## config.mk

```make
export PLATFORM = sky130hd
export DESIGN_NAME = aap_decode
export DESIGN_NICKNAME = d
export VERILOG_FILES = /design/src/rtl/aap_decode_pkg.sv /design/src/rtl/aap_decode_fields.sv /design/src/rtl/aap_decode.sv
export SDC_FILE = /design/constraint.sdc
export NUM_CORES = 1
export LEC_CHECK = 0
export ABC_CLOCK_PERIOD_IN_PS = 2200
export CORE_MARGIN = 2
export CORE_UTILIZATION = 49
export CTS_CLUSTER_SIZE = 16
export DETAILED_ROUTE_END_ITERATION = 10
export PLACE_DENSITY = 0.8
export SKIP_CTS_REPAIR_TIMING = 1
export SYNTH_ARGS = -nofsm -noshare
export SYNTH_HDL_FRONTEND = slang
export SYNTH_SLANG_ARGS = --single-unit
```

## constraint.sdc

```tcl
create_clock -name clk -period 2.2 [get_ports clk]
set_input_delay 0.44 -clock clk [delete_from_list [all_inputs] [get_ports clk]]
set_output_delay 0.44 -clock clk [all_outputs]
set_load 0.02 [all_outputs]
```

## src/rtl/aap_decode_pkg.sv

```systemverilog
// aap_decode_pkg: shared constants and types for the AAP decode stage.
//   - Class codes (AAP_CLASS_*), field widths, skid-buffer state encodings
//     (DEC_EMPTY / DEC_ONE / DEC_TWO) and the decoded bundle layout.
//   - imm_extend(): widens the raw immediate to 16 bits, sign-extending
//     for branches and zero-extending otherwise.
package aap_decode_pkg;

    localparam int AAP_INSTR_W  = 32;
    localparam int AAP_PC_W     = 24;
    localparam int AAP_OPCODE_W = 8;
    localparam int AAP_REG_W    = 6;
    localparam int AAP_IMM_W    = 16;

    typedef enum logic [1:0] {
        AAP_CLASS_ALU    = 2'd0,
        AAP_CLASS_LDST   = 2'd1,
        AAP_CLASS_BRANCH = 2'd2,
        AAP_CLASS_MISC   = 2'd3
    } aap_class_e;

    typedef enum logic [1:0] {
        DEC_EMPTY = 2'd0,
        DEC_ONE   = 2'd1,
        DEC_TWO   = 2'd2
    } dec_state_e;

    typedef struct packed {
        logic [AAP_PC_W-1:0]     pc;
        logic                    is_long;
        logic [1:0]              cls;
        logic [AAP_OPCODE_W-1:0] opcode;
        logic [AAP_REG_W-1:0]    rd;
        logic [AAP_REG_W-1:0]    ra;
        logic [AAP_REG_W-1:0]    rb;
        logic [AAP_IMM_W-1:0]    imm;
        logic                    illegal;
    } aap_bundle_t;

    // Short immediates are 3 bits wide, long ones 8 bits; the sign bit
    // therefore sits at raw[2] or raw[7].
    function automatic logic [AAP_IMM_W-1:0] imm_extend(input logic [7:0] raw,
                                                        input logic       is_long,
                                                        input logic       sign_en);
        logic [AAP_IMM_W-1:0] ext;
        ext = {8'd0, raw};
        if (sign_en) begin
            if (is_long) begin
                ext = {{8{raw[7]}}, raw};
            end else begin
                ext = {{13{raw[2]}}, raw[2:0]};
            end
        end else begin
            ext = {8'd0, raw};
        end
        return ext;
    endfunction

endpackage

```

## src/rtl/aap_decode_fields.sv

```systemverilog
// aap_decode_fields: purely combinational instruction -> decoded bundle.
//   instr  in  32 : fetched word, first halfword in [31:16]
//   pc     in  24 : PC of the first halfword
//   bundle out    : decoded fields (aap_bundle_t)
// Optional build macro AAP_DECODE_ILLEGAL_EN enables illegal-encoding
// detection; without it bundle.illegal is always 0.
module aap_decode_fields
    import aap_decode_pkg::*;
(
    input  logic [AAP_INSTR_W-1:0] instr,
    input  logic [AAP_PC_W-1:0]    pc,
    output aap_bundle_t            bundle
);

    logic [7:0] imm_raw_s;

    // Field extraction; the second halfword only contributes for long words.
    always_comb begin
        bundle         = '0;
        imm_raw_s      = 8'd0;
        bundle.pc      = pc;
        bundle.is_long = instr[31];
        bundle.cls     = instr[30:29];
        if (instr[31]) begin
            bundle.opcode = {instr[12:9], instr[28:25]};
            bundle.rd     = {instr[8:6], instr[24:22]};
            bundle.ra     = {instr[5:3], instr[21:19]};
            bundle.rb     = {instr[2:0], instr[18:16]};
            imm_raw_s     = {instr[14:13], instr[2:0], instr[18:16]};
        end else begin
            bundle.opcode = {4'd0, instr[28:25]};
            bundle.rd     = {3'd0, instr[24:22]};
            bundle.ra     = {3'd0, instr[21:19]};
            bundle.rb     = {3'd0, instr[18:16]};
            imm_raw_s     = {5'd0, instr[18:16]};
        end
        bundle.imm = imm_extend(imm_raw_s, instr[31], instr[30:29] == AAP_CLASS_BRANCH);
`ifdef AAP_DECODE_ILLEGAL_EN
        // Bit 15 of a long word would announce a further halfword.
        bundle.illegal = (instr[31] & instr[15]) |
                         ((instr[30:29] == AAP_CLASS_MISC) && (bundle.opcode[7:4] != 4'd0));
`else
        bundle.illegal = 1'b0;
`endif
    end

`ifndef AAP_DECODE_ILLEGAL_EN
    logic unused_bit15_s;
    assign unused_bit15_s = instr[15];
`endif

endmodule

```

## src/rtl/aap_decode.sv

```systemverilog
// aap_decode: AAP decode stage with a two-entry skid buffer.
//   clk, rst_n (async active-low)
//   in_valid/in_ready/in_instr/in_pc : from fetch
//   flush                            : drop everything buffered and the
//                                      same-cycle input
//   out_valid/out_ready/out_*        : decoded bundle to execute
// Optional build macro AAP_DECODE_ILLEGAL_EN (see aap_decode_fields).
// in_ready is a register (high unless both entries are full), so out_ready
// never reaches in_ready combinationally.
module aap_decode
    import aap_decode_pkg::*;
(
    input  logic                    clk,
    input  logic                    rst_n,
    input  logic                    in_valid,
    output logic                    in_ready,
    input  logic [AAP_INSTR_W-1:0]  in_instr,
    input  logic [AAP_PC_W-1:0]     in_pc,
    input  logic                    flush,
    output logic                    out_valid,
    input  logic                    out_ready,
    output logic [AAP_PC_W-1:0]     out_pc,
    output logic                    out_long,
    output logic [1:0]              out_class,
    output logic [AAP_OPCODE_W-1:0] out_opcode,
    output logic [AAP_REG_W-1:0]    out_rd,
    output logic [AAP_REG_W-1:0]    out_ra,
    output logic [AAP_REG_W-1:0]    out_rb,
    output logic [AAP_IMM_W-1:0]    out_imm,
    output logic                    out_illegal
);

    dec_state_e  state_r;
    aap_bundle_t out_r;
    aap_bundle_t skid_r;
    logic        out_valid_r;
    logic        in_ready_r;
    aap_bundle_t dec_s;
    logic        accept_s;
    logic        drain_s;

    aap_decode_fields u_fields (
        .instr  (in_instr),
        .pc     (in_pc),
        .bundle (dec_s)
    );

    // Handshake qualifiers for this cycle.
    always_comb begin
        accept_s = in_valid & in_ready_r;
        drain_s  = out_valid_r & out_ready;
    end

    // Skid-buffer FSM: state, entry registers and both valid/ready flags.
    always_ff @(posedge clk or negedge rst_n) begin
        if (!rst_n) begin
            state_r     <= DEC_EMPTY;
            out_r       <= '0;
            skid_r      <= '0;
            out_valid_r <= 1'b0;
            in_ready_r  <= 1'b1;
        end else if (flush) begin
            state_r     <= DEC_EMPTY;
            out_valid_r <= 1'b0;
            in_ready_r  <= 1'b1;
        end else begin
            case (state_r)
                DEC_EMPTY: begin
                    if (accept_s) begin
                        out_r       <= dec_s;
                        out_valid_r <= 1'b1;
                        state_r     <= DEC_ONE;
                    end
                end
                DEC_ONE: begin
                    if (accept_s && !drain_s) begin
                        skid_r     <= dec_s;
                        in_ready_r <= 1'b0;
                        state_r    <= DEC_TWO;
                    end else if (accept_s && drain_s) begin
                        out_r <= dec_s;
                    end else if (drain_s) begin
                        out_valid_r <= 1'b0;
                        state_r     <= DEC_EMPTY;
                    end
                end
                DEC_TWO: begin
                    if (drain_s) begin
                        out_r      <= skid_r;
                        in_ready_r <= 1'b1;
                        state_r    <= DEC_ONE;
                    end
                end
                default: begin
                    state_r     <= DEC_EMPTY;
                    out_valid_r <= 1'b0;
                    in_ready_r  <= 1'b1;
                end
            endcase
        end
    end

    assign in_ready    = in_ready_r;
    assign out_valid   = out_valid_r;
    assign out_pc      = out_r.pc;
    assign out_long    = out_r.is_long;
    assign out_class   = out_r.cls;
    assign out_opcode  = out_r.opcode;
    assign out_rd      = out_r.rd;
    assign out_ra      = out_r.ra;
    assign out_rb      = out_r.rb;
    assign out_imm     = out_r.imm;
    assign out_illegal = out_r.illegal;

endmodule

```

==> Yosys cells after proc, flatten, opt, wreduce, memory -nomap -nowiden <==
Index checks and enable logic that the tools add are counted.
{ "classes": {"n_eq_ne": 17, "mux": 26, "n_bitwise": 3, "reduce_logical": 10} }
{ "ops": {"columns": ["cell", "count"], "rows": [
  ["$mux W70", 4],
  ["$pmux W70 S3", 1],
  ["$mux W16", 2],
  ["$mux W26", 1],
  ["$ne A3 B3 Y1 const B", 6],
  ["$mux W2", 6],
  ["$ne A2 B2 Y1 const B", 6],
  ["$mux W1", 8],
  ["$mux W8", 1],
  ["$ne A4 B4 Y1 const B", 2],
  ["$pmux W1 S3", 2],
  ["$pmux W2 S3", 1],
  ["$reduce_and A3 Y1", 2],
  ["$reduce_and A6 Y1", 1],
  ["$reduce_and A5 Y1", 1],
  ["$eq A2 B2 Y1 const B", 2],
  ["$reduce_and A4 Y1", 1],
  ["$reduce_bool A3 Y1", 1],
  ["$and A1 B1 Y1", 2],
  ["$eq A2 B1 Y1 const B", 1],
  ["$logic_and A1 B1 Y1", 2],
  ["$logic_not A2 Y1", 1],
  ["$logic_not A1 Y1", 1],
  ["$not A1 Y1", 1]
]} }
{ "word_totals": {"ff_bits": 143, "out_inout_bits": 72, "wordCells": 76} }

==> Longest topological paths before layout <==
{ "depth": {"word_depth": 6, "mapped_depth": 6} }

==> Modules after synthesis <==
A second synthesis with hierarchy kept.
{ "hier_totals": {"cells_unflattened": 478, "hier_area_um2": 6904.1} }
{ "by_module_without_submodules": {"columns": ["module", "instances", "cells_per_inst", "area_each_um2", "seq_area_each_um2"], "rows": [
  ["aap_decode", 1, 401, 6349.8, 3604.7],
  ["aap_decode_fields", 1, 77, 554.3, 0.0]
]} }

==> Worst setup path after synthesis <==
No wires, ideal clock.
{ "synth_path": {"path_type": "reg-to-reg", "startpoint": "register in_ready_r (netlist: in_ready)", "endpoint": "register out_r, in the netlist out_imm[3]", "setup_ns": 0.125, "arrival_ns": 1.615, "path_slack_ns": 0.460, "path_stages_with_launch": 5, "n_path_buf": 1, "synth_period_minus_slack_ns": 1.740, "path_cell_list": "dfstp_2 > nand2_1 > o32ai_2 > buf_4 > mux2_2"} }
{ "synth_between": {"elab_chain_cells": 4, "word_cells_on_any_way": 7, "classes_between": "3 x eq/ne; 1 x bitwise; 3 x reduce/logical"} }
{ "synth_lines": {"columns": ["element", "line_no", "rtl"], "rows": [
  ["from (decl)", "aap_decode.sv:37", "logic in_ready_r;"],
  ["from (signal assigned)", "aap_decode.sv:61", "in_ready_r <= 1'b1;"],
  ["from (signal assigned)", "aap_decode.sv:65", "in_ready_r <= 1'b1;"],
  ["from (signal assigned)", "aap_decode.sv:78", "in_ready_r <= 1'b0;"],
  ["$and A1 B1 Y1 *", "aap_decode.sv:50", "accept_s = in_valid & in_ready_r;"],
  ["$logic_and A1 B1 Y1, on equally long branches", "aap_decode.sv:80, aap_decode.sv:76", null],
  ["$ne A2 B2 Y1 (no source line)", null, null],
  ["$reduce_and A6 Y1 (no source line) *", null, null],
  ["to (signal assigned)", "aap_decode.sv:70", "out_r <= dec_s;"],
  ["to (signal assigned)", "aap_decode.sv:81", "out_r <= dec_s;"],
  ["to (signal assigned)", "aap_decode.sv:89", "out_r <= skid_r;"],
  ["to (decl)", "aap_decode.sv:34", "aap_bundle_t out_r;"]
]} }
Every way passes the cells marked *; elsewhere a longest branch is shown, timed or not.
A chain may end at the register's enable or synchronous reset.

==> results.py <==
metrics = {
    "die": {
        "ioPinCount": 133,
        "die_h_um": 108,
        "die_area_um2": 11600,
        "rows": 37,
        "core_area_um2": 10400,
        "start_util": 0.508,
        "die_w_um": 108,
    },
    "critical_path": {
        "crit_chain": "clkdlybuf4s50_1",
        "critical_path_required_ns": 1.76,
        "worst_path_largest_cell_delay_ns": 0.66,
        "crit_slowest_cell": "clkdlybuf4s50_1",
        "start_kind": "flip-flop",
        "critPathTopFamily": "buffers and inverters",
        "worst-path-max-fanout": 9,
        "crit_type": "reg -> out",
        "worstPathArrival_ns": 1.65,
        "end_kind": "primary output",
        "cp_num_buf_inv": 1,
    },
    "layout": {
        "antenna_cells": 0,
        "drive_gt1_frac": 0.154,
        "final_nets": 711,
        "most-common-layout-cells": "nand2_1, clkdlybuf4s50_1, dfrtp_1, nor2_1, a31oi_1",
        "area_growth_pct": 38.5,
        "final_common_cell": "nand2_1",
    },
    "yosys": {
        "ys_types": 33,
        "synth_area_um2": 5270,
        "ys_seq_elements": 122,
        "synthFlopType": "dfrtp_1",
        "synthCells": 525,
        "yosysWarnings": 0,
        "async_flop_share": 1.00,
        "avgSynthCellArea_um2": 10.0,
        "synth_edf_count": 0,
        "synth.net_count": 586,
        "yosysSeqAreaShare": 0.580,
    },
    "pwr": {
        "p_per_area_nw_per_um2": 1400,
        "ir_worst_vdd_mv": 0.624,
        "p_int_mw": 6.80,
        "power_frac_seq": 0.387,
        "p_clk_frac": 0.243,
        "combPwrFrac": 0.370,
        "finalPower_mw": 10.2,
        "switching_share": 0.334,
        "p_sw_mw": 3.41,
        "p_leak_nw": 3.12,
    },
    "clocking": {
        "clk_latency_ns": 0.52,
        "cts_num_sinks": 122,
        "htree_levels": 4,
        "cts_tree": "done",
        "clk_pin_slew_worst_paths_ns": 0.06,
        "cts_made_buffers": 17,
        "ctsLongestPathBuffers": 2,
        "root_buffer": "clkbuf_8",
    },
    "detailed_routing": {
        "firstDrtPassIters": 6,
        "wl_um": 12400,
        "drtIter0Drc": 163,
        "vias_per_cell": 5.29,
        "drc": 0,
        "wl_per_cell_um": 15.5,
        "antenna_left": 0,
        "num_vias": 4226,
    },
    "place": {
        "gp_congestion": 0.787,
        "dp_hpwl_um": 8400,
        "port_buffers": 130,
    },
    "sta": {
        "setup_viol": 0,
        "skew_ns": 0.0232,
        "finalCritPeriodShare": 0.951,
        "hold_viol": 0,
        "rsz0062_at_grt": "false",
        "clock.fmax_mhz": 478,
        "whs_ns": 0.403,
        "period_minus_slack_ns": 2.09,
        "slew_viol_final": 0,
    },
    "global_route": {
        "grt_max_degree": 54,
        "antenna_found_initial": 0,
        "overflow": 0,
        "grt_pass1_vias": 4295,
        "grt_first_pass_wirelength_um": 20400,
        "grt_util_all_layers": 0.229,
    },
    "worst_hold_path": {
        "min_path_type": "in -> async",
    },
    "run": {
        "maxCapViolCount": 0,
    },
    "status": {
        "status": "finished, final reports clean",
    },
}
-- cell usage after synthesis, drive strengths merged (9+ instances only) --
library cell / instances / area [um^2]
nand3: 14 / 70.1
a31oi: 54 / 338
clkbuf: 15 / 56.3
dfrtp: 121 / 3030
a21oi: 9 / 45.0
mux2: 46 / 518
nor2: 56 / 210
o21ai: 23 / 115
buf: 33 / 210
nand2: 133 / 499
-- power by group through the flow --
stage	logic (mW)	clock network [mW]	registers, mW
after CTS	3.82	2.54	3.95
after detailed placement	3.81	0	3.97
after global routing	4.08	2.64	4.08
after floorplan	1.50	0	4.51
final	3.78	2.48	3.95
after global placement	3.70	0	3.89
-- path summary, 6_finish.rpt --
path	slack, ns	start	depth (start not counted)	to
worst max-delay path	0.11	out_imm[14]	1	out_imm[11]
worst min-delay path	0.40	rst_n	2	state_r[0]
worst max register to register	0.41	in_ready	6	out_rb[2]
worst min register to register	0.48	skid_r[27]	2	skid_r[27]
max in group asynchronous	1.15	rst_n	3	skid_r[4]
min in group clk	0.48	skid_r[27]	2	skid_r[27]
-- layer usage --
layer	vias up	wire length, um	global-route usage
li1	2029	-	-
met5	-	0	0
met2	124	6160	0.372
met4	0	209	0.0870
met1	2056	5050	0.272
met3	17	979	0.0944
-- stage by stage --
stage,TNS [ns],cells,area [um^2],setup WS [ns],util
after floorplan,0,525,5270,0.460,-
after global placement,0,766,6750,0.0517,0.651
after detailed placement,-0.0754,766,6750,-0.0339,0.651
after CTS,0,798,7280,0.0238,0.702
after global routing,0,799,7300,0.0289,0.704
final,0,799,7300,0.107,0.704
-- cell type report --
class                      count  area, um^2
multi-input combinational    354        1970
fill                         759        3070
tap                          136         170
timing repair buffer         154        1570
sequential                   122        3050
inverter                       1        3.75
clock buffer                  24         460
clock inverter                 8        70.1
-- cell families after synthesis --
logic type,count (synthesis),share of synthesized area
simple gates,213,0.162
other cells,1,0.000712
mux,47,0.100
buf+inv,49,0.0513
flops,122,0.580
compound gates,92,0.105
xor+xnor,1,0.00166
-- worst reg2reg max path, cell delays in order (launching register included) --
cell	delay, ns
dfstp_2	0.58
nand2_1	0.12
o32ai_4	0.35
buf_12	0.21
buf_4	0.22
nor2_1	0.06
a31oi_1	0.16
-- state kept, by name, summed over array words and instances (netlist names) --
name	count
skid_r	59
out_pc	24
out_opcode	8
out_imm	6
out_ra	6
out_rb	6
out_rd	6
out_class	2
state_r	2
in_ready	1
out_long	1
out_valid	1
Note: power is estimated with default switching activity, not from simulation.
